<file path="src/rtl/cpu_pkg.sv">
// Shared definitions for the 8-bit CPU sequencer slice.
// Holds opcode encodings, FSM state encoding and instruction field positions.
//   instr[15:13] op | [12:11] rd | [10:9] rs | [8] unused | [7:0] imm
//   op 111: bit12=1 HALT, bit12=0 JC (jump to imm when carry_flag set)
package cpu_pkg;

  localparam logic [2:0] OP_ADD = 3'b000;
  localparam logic [2:0] OP_SUB = 3'b001;
  localparam logic [2:0] OP_AND = 3'b010;
  localparam logic [2:0] OP_OR  = 3'b011;
  localparam logic [2:0] OP_XOR = 3'b100;
  localparam logic [2:0] OP_NOT = 3'b101;
  localparam logic [2:0] OP_LDI = 3'b110;
  localparam logic [2:0] OP_CTL = 3'b111;

  localparam logic [2:0] IDLE   = 3'd0;
  localparam logic [2:0] FETCH  = 3'd1;
  localparam logic [2:0] DECODE = 3'd2;
  localparam logic [2:0] EXEC   = 3'd3;
  localparam logic [2:0] WB     = 3'd4;
  localparam logic [2:0] HALTED = 3'd5;

  localparam int OP_HI    = 15;
  localparam int OP_LO    = 13;
  localparam int RD_HI    = 12;
  localparam int RD_LO    = 11;
  localparam int RS_HI    = 10;
  localparam int RS_LO    = 9;
  localparam int SPARE    = 8;
  localparam int IMM_HI   = 7;
  localparam int IMM_LO   = 0;
  localparam int HALT_BIT = 12;

endpackage

</file>
<file path="src/rtl/alu_sequencer_if.sv">
// Bus between the sequencer, program memory and the combinational ALU.
//   master (sequencer): drives pc_out/mem_en and alu_a/alu_b/alu_sel,
//                       receives instr_in and alu_result/alu_carry.
//   slave  (memory+ALU side): the opposite directions.
interface alu_sequencer_if #(
  parameter int PC_W = 8,
  parameter int IW   = 16
);
  logic [PC_W-1:0] pc_out;
  logic            mem_en;
  logic [IW-1:0]   instr_in;
  logic [7:0]      alu_a;
  logic [7:0]      alu_b;
  logic [2:0]      alu_sel;
  logic [7:0]      alu_result;
  logic            alu_carry;

  modport master (
    output pc_out, mem_en, alu_a, alu_b, alu_sel,
    input  instr_in, alu_result, alu_carry
  );

  modport slave (
    input  pc_out, mem_en, alu_a, alu_b, alu_sel,
    output instr_in, alu_result, alu_carry
  );
endinterface

</file>
<file path="src/rtl/reg_file_4x8.sv">
// 4 x 8-bit register file.
//   clk, rst (async, active low, clears all registers)
//   we/waddr/wdata : synchronous write port
//   raddr_a/rdata_a, raddr_b/rdata_b : combinational read ports
module reg_file_4x8 (
  input  logic       clk,
  input  logic       rst,
  input  logic       we,
  input  logic [1:0] waddr,
  input  logic [7:0] wdata,
  input  logic [1:0] raddr_a,
  input  logic [1:0] raddr_b,
  output logic [7:0] rdata_a,
  output logic [7:0] rdata_b
);
  logic [3:0][7:0] regs;

  always_ff @(posedge clk or negedge rst) begin
    if (!rst)    regs <= '0;
    else if (we) regs[waddr] <= wdata;
  end

  assign rdata_a = regs[raddr_a];
  assign rdata_b = regs[raddr_b];
endmodule

</file>
<file path="src/rtl/alu_sequencer.sv">
// Fetch/decode/execute controller for the 8-bit CPU.
//   clk, rst (async, active low), start (one-cycle run pulse)
//   bus        : program memory (pc_out/mem_en/instr_in) and ALU
//                (alu_a/alu_b/alu_sel/alu_result/alu_carry)
//   carry_flag : carry captured at the last ALU writeback
//   data_out   : last value written to any register
//   busy       : FETCH/DECODE/EXEC/WB;  halted : HALTED
module alu_sequencer
  import cpu_pkg::*;
#(
  parameter int PC_W = 8,
  parameter int IW   = 16
) (
  input  logic            clk,
  input  logic            rst,
  input  logic            start,
  alu_sequencer_if.master bus,
  output logic            carry_flag,
  output logic [7:0]      data_out,
  output logic            busy,
  output logic            halted
);
  logic [2:0]      state;
  logic [PC_W-1:0] pc;
  logic [2:0]      ir_op;
  logic [1:0]      ir_rd;
  logic [7:0]      ir_imm;
  logic [7:0]      alu_a_q, alu_b_q;
  logic [2:0]      alu_sel_q;

  // Fields decoded straight off the memory data; only meaningful in DECODE,
  // which is the cycle instr_in is valid.
  logic [IW-1:0] instr;
  logic [2:0]    d_op;
  logic [1:0]    d_rd, d_rs;
  logic [7:0]    d_imm;
  logic          unused_spare;
  logic [7:0]    rdata_a, rdata_b, wdata;

  assign instr        = bus.instr_in;
  assign d_op         = instr[OP_HI:OP_LO];
  assign d_rd         = instr[RD_HI:RD_LO];
  assign d_rs         = instr[RS_HI:RS_LO];
  assign d_imm        = instr[IMM_HI:IMM_LO];
  assign unused_spare = instr[SPARE];

  // Operands are read in DECODE and registered into alu_a/alu_b, so a WB
  // write to the same register (rd==rs) never feeds back into EXEC.
  assign wdata = (ir_op == OP_LDI) ? ir_imm : bus.alu_result;

  reg_file_4x8 u_rf (
    .clk     (clk),
    .rst     (rst),
    .we      (state == WB),
    .waddr   (ir_rd),
    .wdata   (wdata),
    .raddr_a (d_rd),
    .raddr_b (d_rs),
    .rdata_a (rdata_a),
    .rdata_b (rdata_b)
  );

  always_ff @(posedge clk or negedge rst) begin
    if (!rst) begin
      state      <= IDLE;
      pc         <= '0;
      ir_op      <= '0;
      ir_rd      <= '0;
      ir_imm     <= '0;
      alu_a_q    <= '0;
      alu_b_q    <= '0;
      alu_sel_q  <= '0;
      carry_flag <= 1'b0;
      data_out   <= '0;
    end else begin
      case (state)
        IDLE, HALTED: if (start) begin
          pc    <= '0;
          state <= FETCH;
        end
        FETCH: state <= DECODE;
        DECODE: begin
          ir_op  <= d_op;
          ir_rd  <= d_rd;
          ir_imm <= d_imm;
          if (d_op == OP_CTL) begin
            if (instr[HALT_BIT]) state <= HALTED;
            else begin
              pc    <= carry_flag ? d_imm[PC_W-1:0] : pc + PC_W'(1);
              state <= FETCH;
            end
          end else if (d_op == OP_LDI) begin
            state <= WB;
          end else begin
            // ALU inputs change only here, so they hold outside EXEC.
            alu_a_q   <= rdata_a;
            alu_b_q   <= rdata_b;
            alu_sel_q <= d_op;
            state     <= EXEC;
          end
        end
        EXEC: state <= WB;
        WB: begin
          if (ir_op == OP_LDI) data_out <= ir_imm;
          else begin
            data_out   <= bus.alu_result;
            carry_flag <= bus.alu_carry;
          end
          pc    <= pc + PC_W'(1);
          state <= FETCH;
        end
        default: state <= IDLE;
      endcase
    end
  end

  assign bus.pc_out  = pc;
  assign bus.mem_en  = (state == FETCH);
  assign bus.alu_a   = alu_a_q;
  assign bus.alu_b   = alu_b_q;
  assign bus.alu_sel = alu_sel_q;
  assign busy        = (state == FETCH) || (state == DECODE) ||
                       (state == EXEC)  || (state == WB);
  assign halted      = (state == HALTED);
endmodule

</file>
<file path="src/flat_wrapper.sv">
// flat-port wrapper written by rule: the top's interface ports become plain ports
module alu_sequencer_flat import cpu_pkg::*;
#(
  parameter int PC_W = 8,
  parameter int IW   = 16
)
  (clk, rst, start, carry_flag, data_out, busy, halted, bus_pc_out, bus_mem_en, bus_alu_a, bus_alu_b, bus_alu_sel, bus_instr_in, bus_alu_result, bus_alu_carry);
  alu_sequencer_if #(.PC_W(PC_W), .IW(IW)) bus_i ();
  input  logic clk;
  input  logic rst;
  input  logic start;
  output logic carry_flag;
  output logic [7:0] data_out;
  output logic busy;
  output logic halted;
  output wire logic [$bits(bus_i.pc_out)-1:0] bus_pc_out;
  output wire logic [$bits(bus_i.mem_en)-1:0] bus_mem_en;
  output wire logic [$bits(bus_i.alu_a)-1:0] bus_alu_a;
  output wire logic [$bits(bus_i.alu_b)-1:0] bus_alu_b;
  output wire logic [$bits(bus_i.alu_sel)-1:0] bus_alu_sel;
  input wire logic [$bits(bus_i.instr_in)-1:0] bus_instr_in;
  input wire logic [$bits(bus_i.alu_result)-1:0] bus_alu_result;
  input wire logic [$bits(bus_i.alu_carry)-1:0] bus_alu_carry;
  assign bus_pc_out = bus_i.pc_out;
  assign bus_mem_en = bus_i.mem_en;
  assign bus_alu_a = bus_i.alu_a;
  assign bus_alu_b = bus_i.alu_b;
  assign bus_alu_sel = bus_i.alu_sel;
  assign bus_i.instr_in = bus_instr_in;
  assign bus_i.alu_result = bus_alu_result;
  assign bus_i.alu_carry = bus_alu_carry;
  alu_sequencer #(.PC_W(PC_W), .IW(IW)) u_core (.clk(clk), .rst(rst), .start(start), .bus(bus_i), .carry_flag(carry_flag), .data_out(data_out), .busy(busy), .halted(halted));
endmodule
</file>
<file path="config.mk">
export PLATFORM = sky130hd
export DESIGN_NAME = alu_sequencer_flat
export DESIGN_NICKNAME = d
export VERILOG_FILES = /design/src/rtl/cpu_pkg.sv /design/src/rtl/alu_sequencer_if.sv /design/src/rtl/reg_file_4x8.sv /design/src/rtl/alu_sequencer.sv /design/src/flat_wrapper.sv
export SDC_FILE = /design/constraint.sdc
export NUM_CORES = 1
export LEC_CHECK = 0
export BUFFER_PORTS_ARGS = -buffer_cell sky130_fd_sc_hd__buf_4
export CORE_ASPECT_RATIO = 1.25
export CORE_MARGIN = 10
export CORE_UTILIZATION = 52
export CTS_BUF_LIST = sky130_fd_sc_hd__clkbuf_8
export DETAILED_ROUTE_END_ITERATION = 12
export PLACE_DENSITY_LB_ADDON = 0.15
export SYNTH_ARGS = -nofsm -noshare
export SYNTH_HDL_FRONTEND = slang
export SYNTH_SLANG_ARGS = --single-unit
</file>
<file path="constraint.sdc">
create_clock -name clk -period 1.68 [get_ports clk]
set_input_delay 0.336 -clock clk [delete_from_list [all_inputs] [get_ports clk]]
set_output_delay 0.336 -clock clk [all_outputs]
set_load 0.1 [all_outputs]
</file>
# --- Word-level counts from Yosys, hierarchy flattened ---
# Index checks and enable logic that the tools add are counted.
word_totals:
  input_bits: 28
  register_bits: 84
classes:
  bitwise: 3
  magnitude_cmp: 4
  add_sub_neg: 1
  reduce_logical: 10
  muxes: 18
  n_eq_ne: 11
op_table:
  columns: ["operator", "n"]
  rows:
  - ["two-way mux 8 bit", 8]
  - ["binary-select mux 8 bit (select 2 bit)", 2]
  - ["bitwise mux 32 bit", 1]
  - ["case mux 8 bit (3 select lines)", 1]
  - ["demux 8 bit (select 2 bit)", 1]
  - ["== test 3 bit, second input constant", 5]
  - ["case mux 3 bit (5 select lines)", 1]
  - ["two-way mux 3 bit", 4]
  - ["less-than comparator 2 x 3 -> 1 bit, second input constant", 3]
  - ["adder 8 x 1 -> 8 bit, second input constant", 1]
  - ["== test 3 x 2 -> 1 bit, second input constant", 2]
  - ["inequality test 2 bit, second input constant", 2]
  - ["AND reduction 4 bit", 1]
  - ["== test 3 x 1 -> 1 bit, second input constant", 1]
  - ["zero test 3 bit", 1]
  - ["logical OR 1 bit", 3]
  - ["inverter 1 bit", 3]
  - ["AND reduction 3 bit", 1]
  - ["nonzero test 3 bit", 1]
  - ["greater-or-equal comparator 2 x 1 -> 1 bit, second input constant", 1]
  - ["inequality test 2 x 1 -> 1 bit, second input constant", 1]
  - ["AND reduction 2 bit", 1]
  - ["OR reduction 2 bit", 1]
  - ["logical AND 1 bit", 1]

# --- Longest topological paths before layout ---
logic_depth:
  ltp_word: 5
  depth_mapped: 7

# --- Cells and area by module ---
# Synthesis repeated with hierarchy kept, for this count alone.
unflattened:
  hier_cells: 309
  area_unflattened_um2: 4001.3
by_module_without_submodules:
  columns: ["mod", "n_inst", "area_per_inst_um2", "seq_area_each_um2", "cells_each"]
  rows:
  - ["alu_sequencer", 1, 2411.1, 1301.2, 221]
  - ["reg_file_4x8", 1, 1590.3, 800.8, 88]

# --- Worst setup path before layout ---
# OpenSTA, ideal clock, no wires.
synth_timing:
  path_type: "reg2out"
  startpoint: "register u_core.state[0]"
  endpoint: "output port bus_mem_en"
  setup_slack_ns: -1.274
  stages_incl_launch_ff: 4
  arrival_time_ns: 2.618
  n_path_buf: 1
  cell_sequence: "dfrtp_1 buf_6 inv_1 nor3_1"
synth_via:
  elab_chain_cells: 1
synth_rtl:
  columns: ["item", "line_no", "text"]
  rows:
  - ["start: declaration", "alu_sequencer.sv:23", "logic [2:0] state;"]
  - ["start signal: assignment", "alu_sequencer.sv:65", "state <= IDLE;"]
  - ["start signal: assignment", "alu_sequencer.sv:79", "state <= FETCH;"]
  - ["start signal: assignment", "alu_sequencer.sv:81", "FETCH: state <= DECODE;"]
  - ["== test 3 x 1 -> 1 bit", "alu_sequencer.sv:118", "assign bus.mem_en = (state == FETCH);"]
  - ["end: declaration", "flat_wrapper.sv:17", "output wire logic [$bits(bus_i.mem_en)-1:0] bus_mem_en;"]
# No other way between the ends.

# --- Worst setup path in the final report ---
layout_timing:
  startpoint: "register u_core.state[1]"
  endpoint: "output port bus_mem_en"
# The elaborated chain is that of the path after synthesis.

==> run summary <==
Worst path buffer plus inverter count - 3
Synth Net Count - 383
I/O Pins - 67
Cells after Synth - 354
Die width - 97.44 µm
DRC errors left - 0
Detailed Routing Iterations Pass 1 - 4
H-tree depth - 3
Clock transition at the registers of the reported paths - 90 ps
Outcome - finished with violations
Largest stage delay on the critical path - 410 ps
DR vias/cell - 5.572
Hold slack - 164.1 ps
Tcrit/Tclk final - 105.5%
Post-Route WL - 9.847 mm
Failing checks - setup timing
Core area - 0.007357 mm²
DIE AREA - 0.01138 mm²
Clk_lat worst skew - 370 ps
Worst-path maximum fanout - 3
Post-DP HPWL - 7.101 mm
CP most frequent cell - buf_6
Max-Cap Viols - 0
RSZ-0062 raised after global routing - true
Syn avg cell area - 11.01 µm²
FMAX - 0.5642 GHz
Layout Skew - 11.51 ps
Inserted Clock Buffers - 9
Vias - 3,059
Synth cell types - 43
Commonest non-fill, non-tap cell in the layout - buf_4
Largest net degree at the start of global routing - 38
Yosys reg bits - 84
Worst Path Required - 1340 ps
Total grt overflow - 0
# diodes - 0
Mapped Area - 0.003897 mm²
Final Max Slew Viols - 0
Initial antenna violation count - 0
Synth-to-Final Area Change - 32.49%
Global-route wire length before repair - 16.44 mm
Vias in the first global route - 3,265
Seq/Total Area, Yosys - 53.93%
CP Cell Sequence - buf_6 > buf_6 > nor3_4 > buf_12
Routability cong. - 0.8786
DRT antenna net count - 0
Wire length per cell - 17.94 µm
Clk buf depth - 2
Final Hold Fails - 0
TritonCTS clock tree - done
Layout cell share with drive strength beyond 1 - 39.61%
Critical Path AT - 1440 ps
Place WS - -10.07 ps
Hold Crit Class - primary input to flip-flop
Least-Margin Pin Slew - 483.3 ps
CP Class - flip-flop to output pin
Setup_tns - -308.0 ps
Kind of end point of the critical path - output pin
Post-layout min period - 1772 ps
Initial Util - 52.98%
Most frequent cells in the layout - buf_4 (87), dfrtp_1 (76), nand2_1 (61), nor2_1 (34), a21oi_1 (27)
CTS sink count - 84
# port buffers - 65
Num rows - 35
Final #Nets - 481
Fin worst setup slack - -92.40 ps
Finish-stage setup viols - 6
Slew headroom - 66.86%
Starting DRT DRC Count - 138
Clk root buf - clkbuf_8
Crit path max-delay family - buffers and inverters
Total GRT Usage - 17.84%
Critical Path Source Type - flip-flop
Die Span Y - 116.8 µm
Slowest cell on crit path - dfrtp_1
Ys Warns - 0
==> routing by layer <==
metal,part of all wire (%),GRT usage [%],vias up
met4,2.1,7.864,0
met1,41,20.51,1516
li1,-,-,1452
met3,4.9,3.934,18
met5,0,0,-
met2,52,31.44,73
==> layout make-up <==
class,count,area [µm²]
clock buffer,9,123.9
clock inverter,7,87.58
fill,595,2193
inverter,8,33.78
multi-input combinational,242,1755
sequential,84,2115
tap,92,115.1
timing repair buffer,107,933.4
==> sequential cells by signal (all words and copies together), names as in the netlist <==
register            flops
u_core.bus.alu_a        8
u_core.bus.alu_b        8
u_core.bus.alu_sel      3
u_core.bus.pc_out       8
u_core.carry_flag       1
u_core.data_out         8
u_core.ir_imm           8
u_core.ir_op            3
u_core.ir_rd            2
u_core.state            3
u_core.u_rf.regs       32
==> synth_stat cells, drive strengths merged <==
cell type / n / area [µm²]
nand3: 3 / 15.01
mux4: 16 / 360.4
clkbuf: 10 / 37.54
and3b: 1 / 8.760
o21bai: 2 / 15.01
a21oi: 28 / 140.1
ha: 1 / 12.51
inv: 8 / 30.03
nor2b: 1 / 6.260
a22o: 1 / 8.760
buf: 10 / 61.31
mux2: 17 / 191.4
nor4bb: 1 / 10.01
a2111o: 1 / 11.26
a22oi: 2 / 15.01
nand2b: 3 / 18.77
nor2: 36 / 135.1
mux2i: 9 / 90.09
o41ai: 1 / 8.760
nand3b: 2 / 15.01
or3b: 1 / 8.760
nor3b: 2 / 20.02
nor4: 2 / 33.78
o31ai: 1 / 7.510
xnor2: 1 / 8.760
dfrtp: 84 / 2102
and3: 2 / 12.51
nand2: 62 / 232.7
nor3: 3 / 15.01
o22ai: 5 / 31.28
o2bb2ai: 3 / 26.28
a2bb2oi: 3 / 26.28
a32o: 1 / 10.01
nand4: 2 / 12.51
o21ai: 24 / 120.1
or2: 1 / 6.260
a32oi: 3 / 26.28
a31oi: 1 / 6.260
==> path summary, 6_finish.rpt <==
path / startpoint / endpoint / slack [ps] / cells past startpoint
setup / recovery: u_core.state[1]$_DFFE_PN0N_ / bus_mem_en / -90 / 4
hold / removal: bus_instr_in[6] / u_core.ir_imm[6]$_DFFE_PN0P_ / 160 / 3
setup reg to reg: u_core.state[0]$_DFFE_PN0N_ / u_core.bus.pc_out[6]$_DFFE_PN0P_ / -30 / 6
hold reg to reg: u_core.ir_imm[7]$_DFFE_PN0P_ / u_core.ir_imm[7]$_DFFE_PN0P_ / 480 / 2
max in group asynchronous: rst / u_core.carry_flag$_DFFE_PN0P_ / 770 / 3
min in group asynchronous: rst / u_core.u_rf.regs[27]$_DFFE_PN0P_ / 360 / 2
==> worst reg2reg max path, stage by stage, from the launching register on <==
cell,delay [ps]
dfrtp_1,420
buf_6,140
buf_4,170
nor3b_4,260
a21oi_1,140
o41ai_1,350
a22o_1,180
==> through the flow <==
stage | instances | area (µm²) | util [%]
detailed placement | 524 | 4727 | 64.25
global placement | 524 | 4727 | 64.25
global route | 549 | 5164 | 70.19
finish | 549 | 5164 | 70.19
floorplan | 354 | 3950 | -
CTS | 546 | 5071 | 68.93
==> repair_timing <==
item | 4_1_cts | 5_1_grt
hold buffers | 1 | 0
pin swaps | 3 | 6
setup buffers | 5 | 3
setup endpoints to repair | 7 | 47
gates resized for setup | 19 | 19
endpoints found under the hold margin | 14 | 0
==> cell families (layout without fill, tap and decap cells) <==
| kind of cell | after synthesis | after routing | synth area share, % |
|---|---|---|---|
| flip-flops | 84 | 84 | 53.93 |
| adder cells (fa/ha/maj) | 1 | 1 | 0.3210 |
| AND/OR/NAND/NOR | 122 | 122 | 14.12 |
| AO/OA/AOI/OAI | 76 | 76 | 11.62 |
| XOR/XNOR | 1 | 1 | 0.2248 |
| buffers and inverters | 28 | 131 | 3.307 |
| multiplexers | 42 | 42 | 16.47 |
Power is not shown: default switching activity piles up to over one toggle a cycle in this logic, so the estimate is an artifact.
